## src/rtl/mips_pkg.sv

```systemverilog
// Shared MIPS pipeline definitions: redirect select encodings, NOP word and
// the fetch FSM state type.
package mips_pkg;

  localparam logic [1:0]  PCSRC_SEQ  = 2'b00;
  localparam logic [1:0]  PCSRC_BR   = 2'b01;
  localparam logic [1:0]  PCSRC_JMP  = 2'b10;
  localparam logic [31:0] NOP_INSTR  = 32'h0000_0000;
  localparam int unsigned WORD_BYTES = 4;

  typedef enum logic [1:0] {
    S_REQ,
    S_WAIT,
    S_DROP,
    S_HOLD
  } fetch_state_t;

endpackage

```

## src/rtl/MUX_2_to_1.sv

```systemverilog
// Generic two-input multiplexer: y = sel ? d1 : d0.
module MUX_2_to_1 #(
  parameter int WIDTH = 32
) (
  input  logic [WIDTH-1:0] d0,
  input  logic [WIDTH-1:0] d1,
  input  logic             sel,
  output logic [WIDTH-1:0] y
);

  assign y = sel ? d1 : d0;

endmodule

```

## src/rtl/fetch_stage_ifid.sv

```systemverilog
// IF/ID pipeline register. Priority: flush, then stall (hold), then load,
// otherwise a bubble is inserted.
module ifid_reg
  import mips_pkg::*;
#(
  parameter int WIDTH = 32
) (
  input  logic             clk,
  input  logic             rst,
  input  logic             flush,
  input  logic             stall,
  input  logic             load,
  input  logic [WIDTH-1:0] next_instr,
  input  logic [WIDTH-1:0] next_pc_plus4,
  output logic [WIDTH-1:0] instr,
  output logic [WIDTH-1:0] pc_plus4,
  output logic             valid
);

  // Flush and bubble only clear the instruction/valid; PC+4 is left as-is.
  always_ff @(posedge clk or posedge rst) begin
    if (rst) begin
      instr    <= WIDTH'(NOP_INSTR);
      pc_plus4 <= '0;
      valid    <= 1'b0;
    end else if (flush) begin
      instr <= WIDTH'(NOP_INSTR);
      valid <= 1'b0;
    end else if (!stall) begin
      if (load) begin
        instr    <= next_instr;
        pc_plus4 <= next_pc_plus4;
        valid    <= 1'b1;
      end else begin
        instr <= WIDTH'(NOP_INSTR);
        valid <= 1'b0;
      end
    end
  end

endmodule

```

## src/rtl/fetch_stage.sv

```systemverilog
// MIPS IF stage: PC register, single-outstanding req/gnt/valid fetch from
// instruction memory, and the IF/ID register with stall/flush.
module fetch_stage
  import mips_pkg::*;
#(
  parameter int               WIDTH        = 32,
  parameter int               PCSrcD_width = 2,
  parameter logic [WIDTH-1:0] RESET_PC     = 32'h0000_0000
) (
  input  logic                    CLK,
  input  logic                    RST,
  input  logic [PCSrcD_width-1:0] PCSrcD,
  input  logic [WIDTH-1:0]        PCBranchD,
  input  logic                    StallF,
  input  logic                    StallD,
  input  logic                    FlushD,
  output logic                    IMemReq,
  output logic [WIDTH-1:0]        IMemAddr,
  input  logic                    IMemGnt,
  input  logic                    IMemValid,
  input  logic [WIDTH-1:0]        IMemRdata,
  output logic [WIDTH-1:0]        PCF,
  output logic [WIDTH-1:0]        InstrD,
  output logic [WIDTH-1:0]        PCPlus4D,
  output logic                    ValidD
);

  fetch_state_t     state, state_next;
  logic [WIDTH-1:0] pc_plus4_f, req_pc, hold_instr;
  logic [WIDTH-1:0] jump_target, redirect_target, pc_seq, pc_next;
  logic             redirect, req_ok, granted;
  logic             take_resp, take_hold, consumed;

  assign redirect    = (PCSrcD != PCSrcD_width'(PCSRC_SEQ)) && !StallD;
  assign pc_plus4_f  = PCF + WIDTH'(WORD_BYTES);
  assign jump_target = {PCPlus4D[WIDTH-1:28], InstrD[25:0], 2'b00};

  // A redirect keeps the request up even while StallF is asserted.
  assign req_ok   = (state == S_REQ) && !RST && !(StallF && !redirect);
  assign granted  = req_ok && IMemGnt;
  assign IMemReq  = req_ok;
  assign IMemAddr = PCF;
  assign consumed = take_resp || take_hold;

  MUX_2_to_1 #(.WIDTH(WIDTH)) u_target_mux (
    .d0  (PCBranchD),
    .d1  (jump_target),
    .sel (PCSrcD[PCSrcD_width-1]),
    .y   (redirect_target)
  );

  assign pc_seq = (consumed && !StallF) ? pc_plus4_f : PCF;

  MUX_2_to_1 #(.WIDTH(WIDTH)) u_pc_mux (
    .d0  (pc_seq),
    .d1  (redirect_target),
    .sel (redirect),
    .y   (pc_next)
  );

  always_comb begin
    state_next = state;
    take_resp  = 1'b0;
    take_hold  = 1'b0;
    case (state)
      S_REQ: begin
        if (granted) state_next = redirect ? S_DROP : S_WAIT;
      end
      S_WAIT: begin
        if (IMemValid) begin
          if (redirect) begin
            state_next = S_REQ;
          end else if (!StallD) begin
            take_resp  = 1'b1;
            state_next = S_REQ;
          end else begin
            state_next = S_HOLD;
          end
        end else if (redirect) begin
          state_next = S_DROP;
        end
      end
      S_DROP: begin
        if (IMemValid) state_next = S_REQ;
      end
      S_HOLD: begin
        // With StallD low any non-zero PCSrcD is a redirect that discards the buffer.
        if (!StallD) begin
          take_hold  = !redirect;
          state_next = S_REQ;
        end
      end
      default: state_next = S_REQ;
    endcase
  end

  always_ff @(posedge CLK or posedge RST) begin
    if (RST) begin
      state      <= S_REQ;
      PCF        <= RESET_PC;
      req_pc     <= '0;
      hold_instr <= '0;
    end else begin
      state <= state_next;
      PCF   <= pc_next;
      if (granted) req_pc <= PCF;
      if (state == S_WAIT && state_next == S_HOLD) hold_instr <= IMemRdata;
    end
  end

  ifid_reg #(.WIDTH(WIDTH)) u_ifid (
    .clk           (CLK),
    .rst           (RST),
    .flush         (FlushD || redirect),
    .stall         (StallD),
    .load          (consumed),
    .next_instr    (take_hold ? hold_instr : IMemRdata),
    .next_pc_plus4 (req_pc + WIDTH'(WORD_BYTES)),
    .instr         (InstrD),
    .pc_plus4      (PCPlus4D),
    .valid         (ValidD)
  );

endmodule

```

## config.mk

```make
export PLATFORM = sky130hd
export DESIGN_NAME = fetch_stage
export DESIGN_NICKNAME = d
export VERILOG_FILES = /design/src/rtl/mips_pkg.sv /design/src/rtl/MUX_2_to_1.sv /design/src/rtl/fetch_stage_ifid.sv /design/src/rtl/fetch_stage.sv
export SDC_FILE = /design/constraint.sdc
export NUM_CORES = 1
export LEC_CHECK = 0
export BUFFER_PORTS_ARGS = -buffer_cell sky130_fd_sc_hd__buf_4
export CAP_MARGIN = 20
export CELL_PAD_IN_SITES_DETAIL_PLACEMENT = 1
export CELL_PAD_IN_SITES_GLOBAL_PLACEMENT = 2
export CORE_ASPECT_RATIO = 0.8
export CORE_MARGIN = 10
export CORE_UTILIZATION = 23
export CTS_CLUSTER_SIZE = 30
export DETAILED_ROUTE_END_ITERATION = 10
export GPL_TIMING_DRIVEN = 0
export PLACE_DENSITY_LB_ADDON = 0.15
export SYNTH_ARGS = -nofsm -noshare
export SYNTH_HDL_FRONTEND = slang
export SYNTH_SLANG_ARGS = --single-unit
```

## constraint.sdc

```tcl
create_clock -name CLK -period 6.6 [get_ports CLK]
set_input_delay 0.66 -clock CLK [delete_from_list [all_inputs] [get_ports CLK]]
set_output_delay 0.66 -clock CLK [all_outputs]
set_load 0.005 [all_outputs]
```

---- After elaboration in Yosys (flattened, before gate mapping) ----
Index checks and enable logic that the tools add are counted.
word-level totals
  logic and storage cells ................. 59
  output and inout port bits .............. 130
  flip-flop bits (word level) ............. 163
  bits of input ports ..................... 73
operators by class
  equality and inequality tests ........... 5
  bitwise logic cells ..................... 2
  reduce and logical (&&, ||, !) cells .... 18
  muxes and demuxes ....................... 25
  add/subtract/negate cells ............... 2
operators by type and width
  operator                 number
  $mux W32                 7
  $add A32 B3 Y32 const B  2
  $mux W2                  8
  $mux W1                  9
  $pmux W2 S4              1
  $logic_and A1 B1 Y1      7
  $eq A2 B2 Y1 const B     3
  $logic_not A1 Y1         5
  $reduce_bool A2 Y1       2
  $reduce_and A3 Y1        1
  $eq A2 B1 Y1 const B     1
  $logic_not A2 Y1         1
  $logic_or A1 B1 Y1       2
  $ne A2 B1 Y1 const B     1
  $not A1 Y1               2

---- Depth between registers and ports, before layout ----
Gate-level depths: netlist of the first run.
  depth after elaboration ................. 11
  depth in mapped cells ................... 8
  mapped depth without buffers ............ 5

---- Modules after synthesis ----
A second synthesis of the first run with hierarchy kept.
second synthesis, totals
  cells, all modules ...................... 720
  area total of the unflattened synthesis .. 8,919.8 um^2
by module, submodules not included
  module       area an instance (um^2)  cells an instance  sequential area each (um^2)  instances
  fetch_stage  5,182.5                  433                2,452.4                      1
  ifid_reg     2,648.8                  215                1,626.6                      1
  MUX_2_to_1   544.3                    36                 0.0                          2

---- Least setup slack after synthesis of the first run ----
Ideal clock, no wire load.
  kind .................................... input to register
  start point ............................. input port StallD
  end point ............................... register PCF[13], in the netlist IMemAddr[13]
  required time ........................... 6.518 ns
  arrival ................................. 2.424 ns
  cell stages on the path ................. 6
  buffers on the path ..................... 2
  setup time .............................. 0.082 ns
  slack ................................... 4.094 ns
  path through ............................ buf_6 or4b_1 buf_2 or4_4 or3_1 a31oi_1
between the ends
  cells in the longest elaborated chain, start to end .. 8
  elaborated cells on any way between the ends .. 13
  classes of those cells .................. 7 x mux; 6 x reduce/logical
RTL lines
  what                                                RTL line                              source
  start: declaration                                  fetch_stage.sv:15                     input logic StallD,
  $logic_not A1 Y1                                    n/a
  $logic_and A1 B1 Y1                                 fetch_stage.sv:34                     assign redirect = (PCSrcD != PCSrcD_width'(PCSRC_SEQ)) && !StallD;
  $mux W1 / $logic_not A1 Y1 (equally long branches)  fetch_stage.sv:71, fetch_stage.sv:89
  $mux W1, on equally long branches                   fetch_stage.sv:70, fetch_stage.sv:88
  $mux W1                                             fetch_stage.sv:65                     case (state)
  $logic_or A1 B1 Y1                                  fetch_stage.sv:43                     assign consumed = take_resp || take_hold;
  $logic_and A1 B1 Y1                                 fetch_stage.sv:52                     assign pc_seq = (consumed && !StallF) ? pc_plus4_f : PCF;
  $reduce_bool A2 Y1 (no line)                        n/a
  end signal: assignment                              fetch_stage.sv:105                    PCF <= pc_next;
  end: declaration                                    fetch_stage.sv:22                     output logic [WIDTH-1:0] PCF,
Parallel ways exist; a longest one is shown, timed or not.
A chain may end at the register's enable or synchronous reset.

---- Worst setup path after layout of the first run ----
  start point ............................. input port StallD
  end point ............................... output port IMemReq
between the ends
  cells in the longest elaborated chain, start to end .. 6
RTL lines
  what                 RTL line           source
  $logic_not A1 Y1     n/a
  $logic_and A1 B1 Y1  fetch_stage.sv:34
  $logic_not A1 Y1     fetch_stage.sv:39  assign req_ok = (state == S_REQ) && !RST && !(StallF && !redirect);
  $logic_and A1 B1 Y1  fetch_stage.sv:39
  $logic_not A1 Y1     fetch_stage.sv:39
  $logic_and A1 B1 Y1  fetch_stage.sv:39
  end: declaration     fetch_stage.sv:17  output logic IMemReq,
No other way between the ends.

==> impl_metrics.json, run 1 <==
{
  "synth-seq-cells": 163,
  "worst_slack_ns": 3.57,
  "clock-skew-final_ns": 0.0105,
  "maxSlewViolCount": 0,
  "rows": 62,
  "num-nets-final": 1112,
  "yosys_most_used_dff": "dfrtp_1",
  "synth_top_family_by_area": "simple AND/OR/NAND/NOR gates",
  "grt_pass1_vias": 7725,
  "via_per_inst": 4.68,
  "setup_viol": 0,
  "start_util_pct": 23.2,
  "yosysWarnings": 0,
  "layout-drive-gt1-share_pct": 31.7,
  "cp.required_ns": 5.94,
  "yosys-top-cells-count": "dfrtp_1 (163), nand2_1 (95), o21ai_0 (67)",
  "area_delta_synth_final_pct": 33.0,
  "holdWs_ns": 0.215,
  "clk_latency_ns": 0.45,
  "root_buffer": "clkbuf_16",
  "die_height_um": 190,
  "drtAntennaViolNets": 0,
  "fp.coreArea_um2": 35700,
  "synth_top_cell_by_area": "dfrtp_1",
  "hold_viol_final": 0,
  "yosysUniqueCellTypes": 51,
  "die-area_um2": 44000,
  "end_kind": "output pin",
  "crit_start": "StallD",
  "io_pins": 203,
  "slew-limit-headroom_pct": 24.4,
  "vias": 7162,
  "grt_max_degree": 114,
  "grt_pass1_wl_um": 52000,
  "postLayoutCoreUtil_pct": 30.8,
  "drtIter0Drc": 353,
  "clockBufferDepth": 2,
  "worstPathArrival_ns": 2.37,
  "netlist_instances": 816,
  "hold_class": "primary input to async pin",
  "finalCriticalPeriod_ns": 3.03,
  "drcViolationCount": 0,
  "p_leak_nw": 4.91,
  "worst_pin_slew_ns": 1.12,
  "synth_top_area_share_pct": 49.3,
  "synth_mux_area_share_pct": 12.4,
  "gp_congestion": 0.781,
  "synth.area.top_cells": "dfrtp_1 (49%), mux2_2 (7.8%), mux2i_1 (4.6%), nand2_1 (4.3%), o21ai_0 (4.1%)",
  "worst_r2r_startpoint": "IMemAddr[7]$_DFFE_PP0P_",
  "reg2reg_slack_ns": 3.84,
  "grt_overflow": 0,
  "status": "finished clean",
  "cts_hold_buf": 0,
  "peakVddDrop_mv": 0.150,
  "fp.dieW_um": 232,
  "yosysMostFrequentCell": "dfrtp_1",
  "max_cap_viol_count": 0,
  "critical_path_class": "primary input to output pin",
  "syn-cell-area_um2": 8280,
  "finalCritPeriodShare_pct": 46.0,
  "instances_no_fill": 1529,
  "io_buffers": 201,
  "cts-htree-levels": 4,
  "seq_area_frac_synth_pct": 49.3,
  "dp_slack_ns": 3.51,
  "clock-sinks": 163,
  "grt_usage_pct": 15.9,
  "power_density_nw_per_um2": 289,
  "clk_pin_slew_ns": 0.07,
  "synth_edf_count": 0,
  "synthSimpleGateAreaFrac_pct": 17.3,
  "dp_hpwl_um": 26800,
  "tritoncts": "built",
  "synth_compound_area_share_pct": 12.8,
  "cp_max_fo": 10,
  "postLayoutCellArea_um2": 11000,
  "cts-resized-gates": 0,
  "dr.pass1.iters": 4,
  "cts_made_buffers": 17,
  "antennaDiodeCount": 0,
  "reg2reg_depth": 6,
  "wl_um": 34800,
  "max_freq_mhz": 330,
  "yosys.area_share.xor_xnor_pct": 2.01,
  "wl_per_cell_um": 22.7,
  "dp_cells": 1498,
  "antenna_found_initial": 0,
  "rsz0062_at_grt": "no",
  "synthArstFlopShare_pct": 100,
  "r2r-end": "IMemAddr[15]$_DFFE_PP0P_",
  "postCtsSetupRepairBufs": 0,
  "synth_adder_area_share_pct": 0.302,
  "worstSetupStartpointType": "primary input",
  "avgSynthCellArea_um2": 10.1,
  "placed_area_um2": 10400,
  "syn-num-nets": 891
}
==> power breakdown <==
group | internal, W | total [W] | switching, W
clock network | 0.000603 | 0.00104 | 0.000437
logic | 0.000379 | 0.000684 | 0.000305
registers | 0.00122 | 0.00146 | 0.000244
total | 0.00220 | 0.00319 | 0.000986
==> final cells by class <==
cell class	instances	area (µm²)
plain buffers	83	444
clock buffers	22	454
clock inverters	9	131
fillers	4135	24700
inverters	13	56.3
multi-input cells	557	3700
flip-flops and latches	163	4080
well taps	480	601
repair buffers	202	1540
==> metal layers <==
metal  up-vias  GRT usage (%)  routed length (µm)
li1       3403              -                   -
met1      3607           21.2               16700
met2       139           24.3               15500
met3        13           5.87                2310
met4         0           2.74                 240
met5         -              0                   0
==> sequential cells by signal, indices dropped and copies added (netlist names) <==
| register | cells |
|---|---|
| hold_instr | 32 |
| req_pc | 32 |
| state | 2 |
| u_ifid.instr | 32 |
| u_ifid.pc_plus4 | 32 |
| u_ifid.valid | 1 |
| IMemAddr | 32 |
==> placed cells by master, fill, tap and decap left out, types with 12 or more instances in the layout <==
| cell type | instances |
|---|---|
| buf_4 | 233 |
| clkbuf_16 | 17 |
| nand3_1 | 27 |
| or4_1 | 19 |
| o31ai_1 | 12 |
| xnor2_1 | 13 |
| mux2_2 | 57 |
| nor2_1 | 29 |
| dfrtp_1 | 163 |
| mux2i_1 | 38 |
| a31oi_1 | 26 |
| a211oi_1 | 22 |
| inv_1 | 12 |
| nor3_1 | 12 |
| nor2b_1 | 22 |
| o21ai_0 | 67 |
| nand2_1 | 95 |
| nand4_1 | 17 |
| clkbuf_1 | 48 |
==> worst max-delay path: stages <==
cell and delay, ns:
buf_6 0.12, o21bai_1 0.24, clkbuf_1 0.28, a2111oi_0 0.83, buf_4 0.24
==> worst max-delay path by stage <==
stage / endpoint / slack (ns) / cells past startpoint
floorplan: IMemAddr[0]$_DFFE_PP0P_ / 1.54 / 1
global route: IMemReq / 3.49 / 5
finish: IMemReq / 3.57 / 5
global placement: u_ifid.instr[4]$_DFFE_PP0P_ / -1.30 / 2
detailed placement: IMemReq / 3.51 / 5
CTS: IMemReq / 3.51 / 5
==> stage by stage <==
step | power, W | TNS, ns
after floorplan | 0.00179 | 0
after global placement | 0.00217 | -208.79
after detailed placement | 0.00219 | 0
after CTS | 0.00324 | 0
after global routing | 0.00338 | 0
final | 0.00319 | 0
==> logic make-up after synthesis <==
kind of cell | count (synthesis)
buffers and inverters | 96
DFF | 163
and+or+nand+nor | 274
xor gates and xnor gates | 19
AOI/OAI and AO/OA | 167
adders and majority gates | 2
muxes | 95
Power figures use the tool's default switching activity.
==> inputs of run 2 (changes only) <==
Clock period 6.6 ns to 2.5 ns, I/O delays scaled along.
==> run 2 against run 1 <==
Clock power increased to 2.5 times the previous value. Global-route usage about the same. Power grew to 2.6 times the previous value. Worst hold slack worse by 0.17 ns. Largest cell class unchanged. Highest routed layer unchanged.
==> impl_metrics.json, run 2 (synthesis gave the netlist of run 1 again) <==
{
  "crit_cells": 5,
  "reg2reg_slack_ns": 0.03,
  "worst_r2r_startpoint": "req_pc[2]$_DFFE_PP0N_",
  "io_pins": 203,
  "finalCritPeriodShare_pct": 98.7,
  "postLayoutCellArea_um2": 11100,
  "clock-sinks": 163,
  "gp_congestion": 0.789,
  "die_height_um": 190,
  "status": "finished clean",
  "area_delta_synth_final_pct": 34.5,
  "clk_latency_ns": 0.44,
  "hold_viol_final": 0,
  "endpoint": "u_ifid.pc_plus4[26]$_DFFE_PP0P_",
  "setup_viol": 0,
  "cpMostUsedCell": "or4_1",
  "fp.dieW_um": 232,
  "cp_top_family": "simple AND/OR/NAND/NOR gates",
  "reg2reg_depth": 5,
  "cts_made_buffers": 17,
  "instances_no_fill": 1539,
  "clockBufferDepth": 2,
  "slew-limit-headroom_pct": 36.0,
  "power_density_nw_per_um2": 749,
  "peakVddDrop_mv": 0.419,
  "final_cell_mix": "buf_4 (240), dfrtp_1 (154), nand2_1 (95), o21ai_0 (67), mux2_2 (57)",
  "cp_max_fo": 6,
  "maxSlewViolCount": 0,
  "critical_path_class": "flip-flop to flip-flop",
  "max_freq_mhz": 405,
  "p_leak_nw": 4.98,
  "wl_um": 35000,
  "vias": 7210,
  "worstSetupStartpointType": "flip-flop",
  "clk_pin_slew_ns": 0.07,
  "die-area_um2": 44000,
  "grt_usage_pct": 15.9,
  "tritoncts": "built",
  "max_cap_viol_count": 0,
  "dp_slack_ns": -0.282,
  "end_kind": "flip-flop",
  "clock-skew-final_ns": 0.0106,
  "dp_hpwl_um": 27400,
  "num-nets-final": 1119,
  "layout-drive-gt1-share_pct": 34.7,
  "rsz0062_at_grt": "yes",
  "worst_slack_ns": 0.0329,
  "fp.coreArea_um2": 35700,
  "worstPathArrival_ns": 2.82,
  "finalPower_w": 0.00834,
  "start_util_pct": 23.2,
  "final_common_cell": "buf_4",
  "r2r-end": "u_ifid.pc_plus4[26]$_DFFE_PP0P_",
  "postLayoutCoreUtil_pct": 31.2,
  "grt_overflow": 0,
  "finalCriticalPeriod_ns": 2.47,
  "worst_pin_slew_ns": 0.960,
  "dp_cells": 1501,
  "critical_path.cell_chain": "ha_2 -> nand4_1 -> or4_1 -> or4_1 -> a31oi_1",
  "cts-htree-levels": 4,
  "grt_pass1_wl_um": 52700,
  "drcViolationCount": 0,
  "via_per_inst": 4.68,
  "max_stage_delay_ns": 0.76,
  "wl_per_cell_um": 22.8,
  "drtAntennaViolNets": 0,
  "slowest_stage": "or4_1",
  "placed_area_um2": 10500,
  "antenna_found_initial": 1,
  "dr.pass1.iters": 4,
  "io_buffers": 201,
  "root_buffer": "clkbuf_16",
  "hold_class": "primary input to flip-flop",
  "crit_start": "req_pc[2]$_DFFE_PP0N_",
  "drtIter0Drc": 344,
  "grt_pass1_vias": 7909,
  "grt_max_degree": 38,
  "cp.required_ns": 2.86,
  "rows": 62,
  "path_buf_inv": 0
}
[run 2: cell types whose count changed in the layout (fill, tap and decap cells not counted), sizes merged, moves of 2 or more]
cell	delta
buf	+11
clkbuf	-9
inv	+5
clkinv	+3
bufinv	-2
diode	+2
[run 2: layout make-up]
type	count	area, µm²
well taps	480	601
diodes	2	5.00
plain buffers	78	430
flip-flops and latches	163	4090
clock buffers	18	439
repair buffers	214	1660
inverters	13	52.6
clock inverters	14	128
multi-input cells	557	3730
fillers	4084	24600
[run 2: worst min path at each step]
stage	start	endpoint	slack, ns	depth (start not counted)
2_1_floorplan	PCBranchD[0]	IMemAddr[0]$_DFFE_PP0P_	0.40	2
3_3_place_gp	req_pc[0]$_DFFE_PP0N_	u_ifid.pc_plus4[0]$_DFFE_PP0P_	0.45	2
3_5_place_dp	req_pc[1]$_DFFE_PP0N_	u_ifid.pc_plus4[1]$_DFFE_PP0P_	0.45	2
4_1_cts	IMemRdata[6]	hold_instr[6]$_DFFE_PP0P_	0.02	2
5_1_grt	IMemRdata[9]	hold_instr[9]$_DFFE_PP0P_	0.03	2
6_report	IMemRdata[6]	hold_instr[6]$_DFFE_PP0P_	0.05	2
[run 2: through the flow]
step,setup TNS [ns],hold slack (ns)
final,0,0.0457
after global routing,-0.132,0.0274
after global placement,-222.89,0.454
after detailed placement,-5.76,0.453
after floorplan,0,0.399
after CTS,0,0.0240
[run 2: repair_timing]
action / in CTS / in global routing
setup endpoints to repair: 89 / 56
hold endpoints to repair: 20 / 0
buffers inserted: 5 / 2
hold buffers: 1 / 0
gates resized for setup: 7 / 17
pin swaps: 2 / 1
[run 2: metal layers]
metal / up-vias / track usage [%] / routed length [µm]
met5: - / 0 / 0
met4: 0 / 3.91 / 430
met3: 20 / 4.85 / 2160
met2: 150 / 24.6 / 15500
met1: 3625 / 21.4 / 16900
li1: 3415 / - / -
[run 2: power breakdown]
group / total (W) / internal [W] / switching (W)
sequential: 0.00389 / 0.00322 / 0.000672
clock: 0.00263 / 0.00141 / 0.00122
combinational: 0.00182 / 0.00102 / 0.000796
total: 0.00834 / 0.00565 / 0.00269
